--- src/rtl/pc_pkg.sv ---
// Shared widths, reset PC and next-PC source encoding for the program-counter sequencer.
package pc_pkg;

  localparam int unsigned PC_W_DEF      = 32;
  localparam int unsigned IMM_W_DEF     = 17;
  localparam int unsigned TGT_W_DEF     = 27;
  localparam int unsigned RAS_DEPTH_DEF = 4;
  localparam int unsigned RESET_PC_DEF  = 0;

  // Next-PC source selected by the priority mux.
  typedef enum logic [2:0] {
    SRC_SEQ,
    SRC_BR,
    SRC_JMP,
    SRC_RET,
    SRC_JR,
    SRC_BEX,
    SRC_REDIR
  } pc_src_t;

endpackage

--- src/rtl/ras_stack.sv ---
// Circular return-address stack with a saturating entry count; a push onto a full
// stack overwrites the oldest entry, a pop from an empty stack only flags underflow.
module ras_stack #(
  parameter int unsigned W     = 32,
  parameter int unsigned DEPTH = 4
) (
  input  logic                      clock,
  input  logic                      reset_n,
  input  logic                      push,
  input  logic                      pop,
  input  logic [W-1:0]              push_data,
  output logic [W-1:0]              top,
  output logic [$clog2(DEPTH):0]    count,
  output logic                      overflow,
  output logic                      underflow
);

  localparam int unsigned PTR_W = $clog2(DEPTH);
  localparam int unsigned CNT_W = PTR_W + 1;

  logic [W-1:0]     mem [DEPTH];
  logic [PTR_W-1:0] top_ptr;
  logic [PTR_W-1:0] push_ptr;
  logic             full;
  logic             empty;

  assign full     = (count == CNT_W'(DEPTH));
  assign empty    = (count == '0);
  assign push_ptr = top_ptr + PTR_W'(1);
  assign top      = mem[top_ptr];

  // Entry storage carries no reset; contents are only read while count is non-zero.
  always_ff @(posedge clock) begin
    if (push) begin
      mem[push_ptr] <= push_data;
    end
  end

  always_ff @(posedge clock or negedge reset_n) begin
    if (!reset_n) begin
      top_ptr   <= '0;
      count     <= '0;
      overflow  <= 1'b0;
      underflow <= 1'b0;
    end else begin
      overflow  <= push && full;
      underflow <= pop && !push && empty;
      if (push) begin
        top_ptr <= push_ptr;
        if (!full) begin
          count <= count + CNT_W'(1);
        end
      end else if (pop && !empty) begin
        top_ptr <= top_ptr - PTR_W'(1);
        count   <= count - CNT_W'(1);
      end
    end
  end

endmodule

--- src/rtl/pc_sequencer.sv ---
// Architectural PC register and next-PC priority mux for the single-cycle core,
// with a return-address stack so ret resolves without a register read.
module pc_sequencer
  import pc_pkg::*;
#(
  parameter int unsigned     PC_W      = PC_W_DEF,
  parameter int unsigned     IMM_W     = IMM_W_DEF,
  parameter int unsigned     TGT_W     = TGT_W_DEF,
  parameter int unsigned     RAS_DEPTH = RAS_DEPTH_DEF,
  parameter logic [PC_W-1:0] RESET_PC  = PC_W'(RESET_PC_DEF)
) (
  input  logic                        clock,
  input  logic                        reset_n,
  input  logic                        stall,
  input  logic                        redirect_valid,
  input  logic [PC_W-1:0]             redirect_pc,
  input  logic                        bne,
  input  logic                        blt,
  input  logic                        jp,
  input  logic                        jal,
  input  logic                        jr,
  input  logic                        ret,
  input  logic                        bex,
  input  logic                        is_not_equal,
  input  logic                        is_less_than,
  input  logic [PC_W-1:0]             reg_a,
  input  logic [PC_W-1:0]             reg_b,
  input  logic [IMM_W-1:0]            imm,
  input  logic [TGT_W-1:0]            target,
  output logic [PC_W-1:0]             pc,
  output logic [PC_W-1:0]             pc_plus1,
  output logic                        taken,
  output logic [$clog2(RAS_DEPTH):0]  ras_count,
  output logic                        ras_overflow,
  output logic                        ras_underflow
);

  pc_src_t         src;
  logic [PC_W-1:0] ras_top;
  logic [PC_W-1:0] br_target;
  logic [PC_W-1:0] jmp_target;
  logic [PC_W-1:0] ret_target;
  logic [PC_W-1:0] next_pc;
  logic [PC_W-1:0] pc_d;
  logic            br_taken;
  logic            ras_empty;
  logic            ras_push;
  logic            ras_pop;

  assign pc_plus1   = pc + PC_W'(1);
  assign br_target  = pc_plus1 + {{(PC_W - IMM_W){imm[IMM_W-1]}}, imm};
  assign jmp_target = PC_W'(target);
  assign ras_empty  = (ras_count == '0);
  assign ret_target = ras_empty ? reg_b : ras_top;
  assign br_taken   = (bne && is_not_equal) || (blt && is_less_than);

  // Source priority; jal outranks ret so a combined jal+ret only pushes.
  always_comb begin
    src = SRC_SEQ;
    if (redirect_valid) begin
      src = SRC_REDIR;
    end else if (bex && (reg_a != '0)) begin
      src = SRC_BEX;
    end else if (jr) begin
      src = SRC_JR;
    end else if (ret && !jal) begin
      src = SRC_RET;
    end else if (jp || jal) begin
      src = SRC_JMP;
    end else if (br_taken) begin
      src = SRC_BR;
    end
  end

  always_comb begin
    next_pc = pc_plus1;
    unique case (src)
      SRC_REDIR: next_pc = redirect_pc;
      SRC_BEX:   next_pc = jmp_target;
      SRC_JR:    next_pc = reg_b;
      SRC_RET:   next_pc = ret_target;
      SRC_JMP:   next_pc = jmp_target;
      SRC_BR:    next_pc = br_target;
      default:   next_pc = pc_plus1;
    endcase
  end

  // A redirect still lands while stalled; the RAS never moves under stall.
  always_comb begin
    pc_d     = next_pc;
    ras_push = 1'b0;
    ras_pop  = 1'b0;
    if (stall && !redirect_valid) begin
      pc_d = pc;
    end
    if (!stall) begin
      ras_push = (src == SRC_JMP) && jal;
      ras_pop  = (src == SRC_RET);
    end
  end

  assign taken = (pc_d != pc_plus1);

  always_ff @(posedge clock or negedge reset_n) begin
    if (!reset_n) begin
      pc <= RESET_PC;
    end else begin
      pc <= pc_d;
    end
  end

  ras_stack #(
    .W     (PC_W),
    .DEPTH (RAS_DEPTH)
  ) u_ras (
    .clock     (clock),
    .reset_n   (reset_n),
    .push      (ras_push),
    .pop       (ras_pop),
    .push_data (pc_plus1),
    .top       (ras_top),
    .count     (ras_count),
    .overflow  (ras_overflow),
    .underflow (ras_underflow)
  );

endmodule

--- config.mk ---
export PLATFORM = sky130hd
export DESIGN_NAME = pc_sequencer
export DESIGN_NICKNAME = d
export VERILOG_FILES = /design/src/rtl/pc_pkg.sv /design/src/rtl/ras_stack.sv /design/src/rtl/pc_sequencer.sv
export SDC_FILE = /design/constraint.sdc
export NUM_CORES = 1
export LEC_CHECK = 0
export ABC_AREA = 0
export BUFFER_PORTS_ARGS = -buffer_cell sky130_fd_sc_hd__buf_2
export CORE_ASPECT_RATIO = 1.4
export CORE_MARGIN = 5
export CORE_UTILIZATION = 45
export DETAILED_ROUTE_END_ITERATION = 8
export PLACE_DENSITY = 0.67
export REMOVE_ABC_BUFFERS = 1
export SLEW_MARGIN = 20
export SYNTH_ARGS = -nofsm -noshare
export SYNTH_HDL_FRONTEND = slang
export SYNTH_HIERARCHICAL = 1
export SYNTH_SLANG_ARGS = --single-unit
--- constraint.sdc ---
create_clock -name clock -period 6.5 [get_ports clock]
set_input_delay 1.3 -clock clock [delete_from_list [all_inputs] [get_ports clock]]
set_output_delay 1.3 -clock clock [all_outputs]
set_load 0.1 [all_outputs]
==> qor.txt <==
Placed Cells -> 1714
Net count, final -> 1641
Layout cells sized above 1 -> 38.52%
Slew Limit Fails -> 0
Drc violations -> 0
Async set or reset register ratio after synthesis -> 23.35%
Max cap viols -> 0
Clk Latency, worst-skew pair -> 0.45 ns
Largest net degree at the start of global routing -> 40
Highest clock rate -> 0.1541 GHz
Vert. Die Dim -> 197.5 um
Element type at the critical path end -> output pin
Final hold vios -> 0
Crit path max fanout -> 5
Reg2Reg Depth -> 21
Final min period -> 6.489 ns
# IOs -> 223
Post-DR wirelength/cell -> 26.11 um
Most frequent cells in the layout -> 221 x buf_2, 163 x buf_4, 128 x edfxtp_1, 86 x nand2_1, 80 x nor2_1
Initial antenna violation count -> 1
Hold_buf cts -> 0
Std cell rows -> 68
Die width -> 144.0 um
Layout area overhead -> 32.85%
Status -> finished, final reports clean
Hold_ws -> 0.5694 ns
IO buf count -> 222
H-tree depth -> 4
Via count -> 11260
Detailed placer's ending HPWL -> 35.39 mm
HP Start -> pc[31]
Hold WC Path Type -> flip-flop to flip-flop
Post-synth EDFFs -> 128
Fill count -> 2138
Number of global-route vias before repair -> 11030
Worst reg2reg setup slack -> 2.13 ns
Top_reg_cell synth -> edfxtp_1
Total gr overflow -> 0
Critical Path RT -> 5.20 ns
Root Buffer -> clkbuf_16
Seq cells post-synth -> 167
Cell Area, Synth -> 0.01130 mm2
Final GP Congestion -> 1.009
Clock tree sinks -> 167
Drt initial violations -> 1069
Core Area -> 0.02476 mm2
Clock Path Buffers -> 2
Worst path arrival time -> 5.19 ns
Pre-antenna DRT Iters -> 7
Setup Viol. Count Final -> 0
Leakage -> 6.139 nW
Synth warn -> 6
Mean Syn Cell Area -> 10.31 um2
Final WL -> 46.34 mm
Power per cell area -> 292.5 mW/mm2
CTS Buf Count -> 17
Synth Instances -> 1096
Critical Path Start Type -> flip-flop
Crit Path Category -> flip-flop to output pin
Storage cell area -> 0.004822 mm2
Non-filler instance count after layout -> 1775
Global-route wire length before repair -> 67.02 mm
Register area share after synthesis -> 42.63%
Starting Density -> 45.66%
CTS clk-pin slew, worst paths -> 0.06 ns
Leading cell type in the layout, fill and taps excluded -> buf_2
Setup repair after global routing missed its margin -> yes
Total GRT Usage -> 32.01%
Worst Hold Depth -> 2
Die ar. -> 0.02844 mm2
TritonCTS clock tree -> yes
Worst reg2reg path endpoint -> pc[31]
Worst Hold End -> pc[31]
Synth unique cells -> 89
Worst Skew -> 0.01136 ns
Multi-input gate area -> 0.006455 mm2
Antenna-violating nets left -> 0
Via density -> 6.343
VDD IR max -> 198.2 uV
Crit share post-route -> 99.83%
R2R Path Start -> pc[7]
Worst Max-Slew Pin Slew -> 1.131 ns
Slew margin rel. -> 24.62%
## per-layer routing
metal | track usage (%) | routed length [um]
met1 | 38.67 | 16690
met2 | 53.81 | 22830
met3 | 5.498 | 3966
met4 | 17.66 | 2846
met5 | 0 | 0
## cell usage after synthesis, types with 5 or more instances
| library cell | instances | area, um2 |
|---|---|---|
| mux4_2 | 28 | 630.6 |
| a21oi_1 | 79 | 395.4 |
| o21a_1 | 11 | 82.58 |
| nand2b_1 | 6 | 37.54 |
| a21o_1 | 20 | 150.1 |
| xnor2_1 | 30 | 262.8 |
| and3_1 | 13 | 81.33 |
| xor2_1 | 21 | 183.9 |
| o31ai_1 | 8 | 60.06 |
| nor2_1 | 84 | 315.3 |
| or2_2 | 5 | 31.28 |
| or3_1 | 14 | 87.58 |
| nand2_1 | 88 | 330.3 |
| buf_2 | 8 | 40.04 |
| o221a_2 | 5 | 56.30 |
| a31oi_1 | 16 | 100.1 |
| o21ai_0 | 51 | 255.2 |
| inv_1 | 40 | 150.1 |
| a211oi_1 | 9 | 67.56 |
| o22a_1 | 6 | 52.55 |
| o211ai_1 | 15 | 112.6 |
| dfrtp_1 | 39 | 975.9 |
| a221oi_1 | 19 | 166.4 |
| nor4_1 | 14 | 87.58 |
| clkbuf_1 | 41 | 153.9 |
| mux2i_1 | 18 | 180.2 |
| a22oi_1 | 20 | 150.1 |
| and2_1 | 7 | 43.79 |
| buf_4 | 6 | 45.04 |
| ha_1 | 40 | 500.5 |
| nor3_1 | 36 | 180.2 |
| nand3_1 | 30 | 150.1 |
| edfxtp_1 | 128 | 3844 |
| nand4_1 | 23 | 143.9 |
## critical path, stage by stage (launching register included)
cell	delay (ns)
dfrtp_1	0.36
nand3_2	0.09
or2_1	0.27
or4_4	0.56
buf_4	0.19
nor3_1	0.14
nand2_1	0.14
xor2_2	0.19
inv_1	0.08
ha_1	0.29
nand4_1	0.13
or4_1	0.53
a21o_1	0.21
a31oi_2	0.20
nor3_1	0.09
nor3_2	0.18
mux2_2	0.19
a21oi_1	0.07
a2111oi_2	0.33
nand4_1	0.24
buf_8	0.25
## per-stage QoR
| step | setup WS, ns | TNS, ns | power, mW | utilization [%] | instance area [um2] |
|---|---|---|---|---|---|
| floorplan | -2.717 | -2.972 | 2.594 | - | 10930 |
| global placement | -0.3185 | -0.3185 | 3.196 | 55.15 | 13650 |
| detailed placement | -0.2278 | -0.2278 | 3.210 | 55.21 | 13670 |
| CTS | 0.005056 | 0 | 4.329 | 59.14 | 14640 |
| global route | -0.2731 | -0.2731 | 4.564 | 60.66 | 15020 |
| finish | 0.01107 | 0 | 4.392 | 60.66 | 15020 |
## how the worst max path moves through the flow
stage / start / to / slack, ns / cells after the start
after floorplan: pc[7] / taken / -2.72 / 17
final: pc[7] / taken / 0.01 / 20
after global placement: reg_a[5] / taken / -0.32 / 14
after detailed placement: reg_a[5] / taken / -0.23 / 14
after CTS: pc[11] / taken / 0.005 / 20
after global routing: pc[1] / taken / -0.27 / 21
## cell type report
type / count / area share [%]
multi-input combinational: 822 / 42.98
sequential: 167 / 32.11
timing repair buffer: 397 / 17.06
clock buffer: 22 / 3.224
tap: 315 / 2.624
inverter: 41 / 1.025
clock inverter: 10 / 0.9581
antenna: 1 / 0.01666
## sequential cells by signal (all words and copies together), names as in the netlist
signal / flops
u_ras/underflow: 1
pc: 32
u_ras/mem: 128
u_ras/top_ptr: 2
u_ras/overflow: 1
u_ras/count: 3
## where the power goes
part	switching [mW]	internal, mW
logic	1.27	0.709
registers	0.103	1.23
clock network	0.434	0.646
## logic make-up after synthesis
group	count (synthesis)	synth area share, %
fa+ha+maj	42	4.781
mux	54	8.500
flops	167	42.63
xor+xnor	52	4.095
compound gates	322	19.56
buf+inv	107	4.637
simple gates	352	15.79
## what timing repair did
action,in CTS,in global routing
buffers inserted,19,9
pin swaps,24,28
setup endpoints to repair,1,1
resized for setup,42,52
cloned,0,0
No activity file was read; power rests on OpenSTA's default activity.
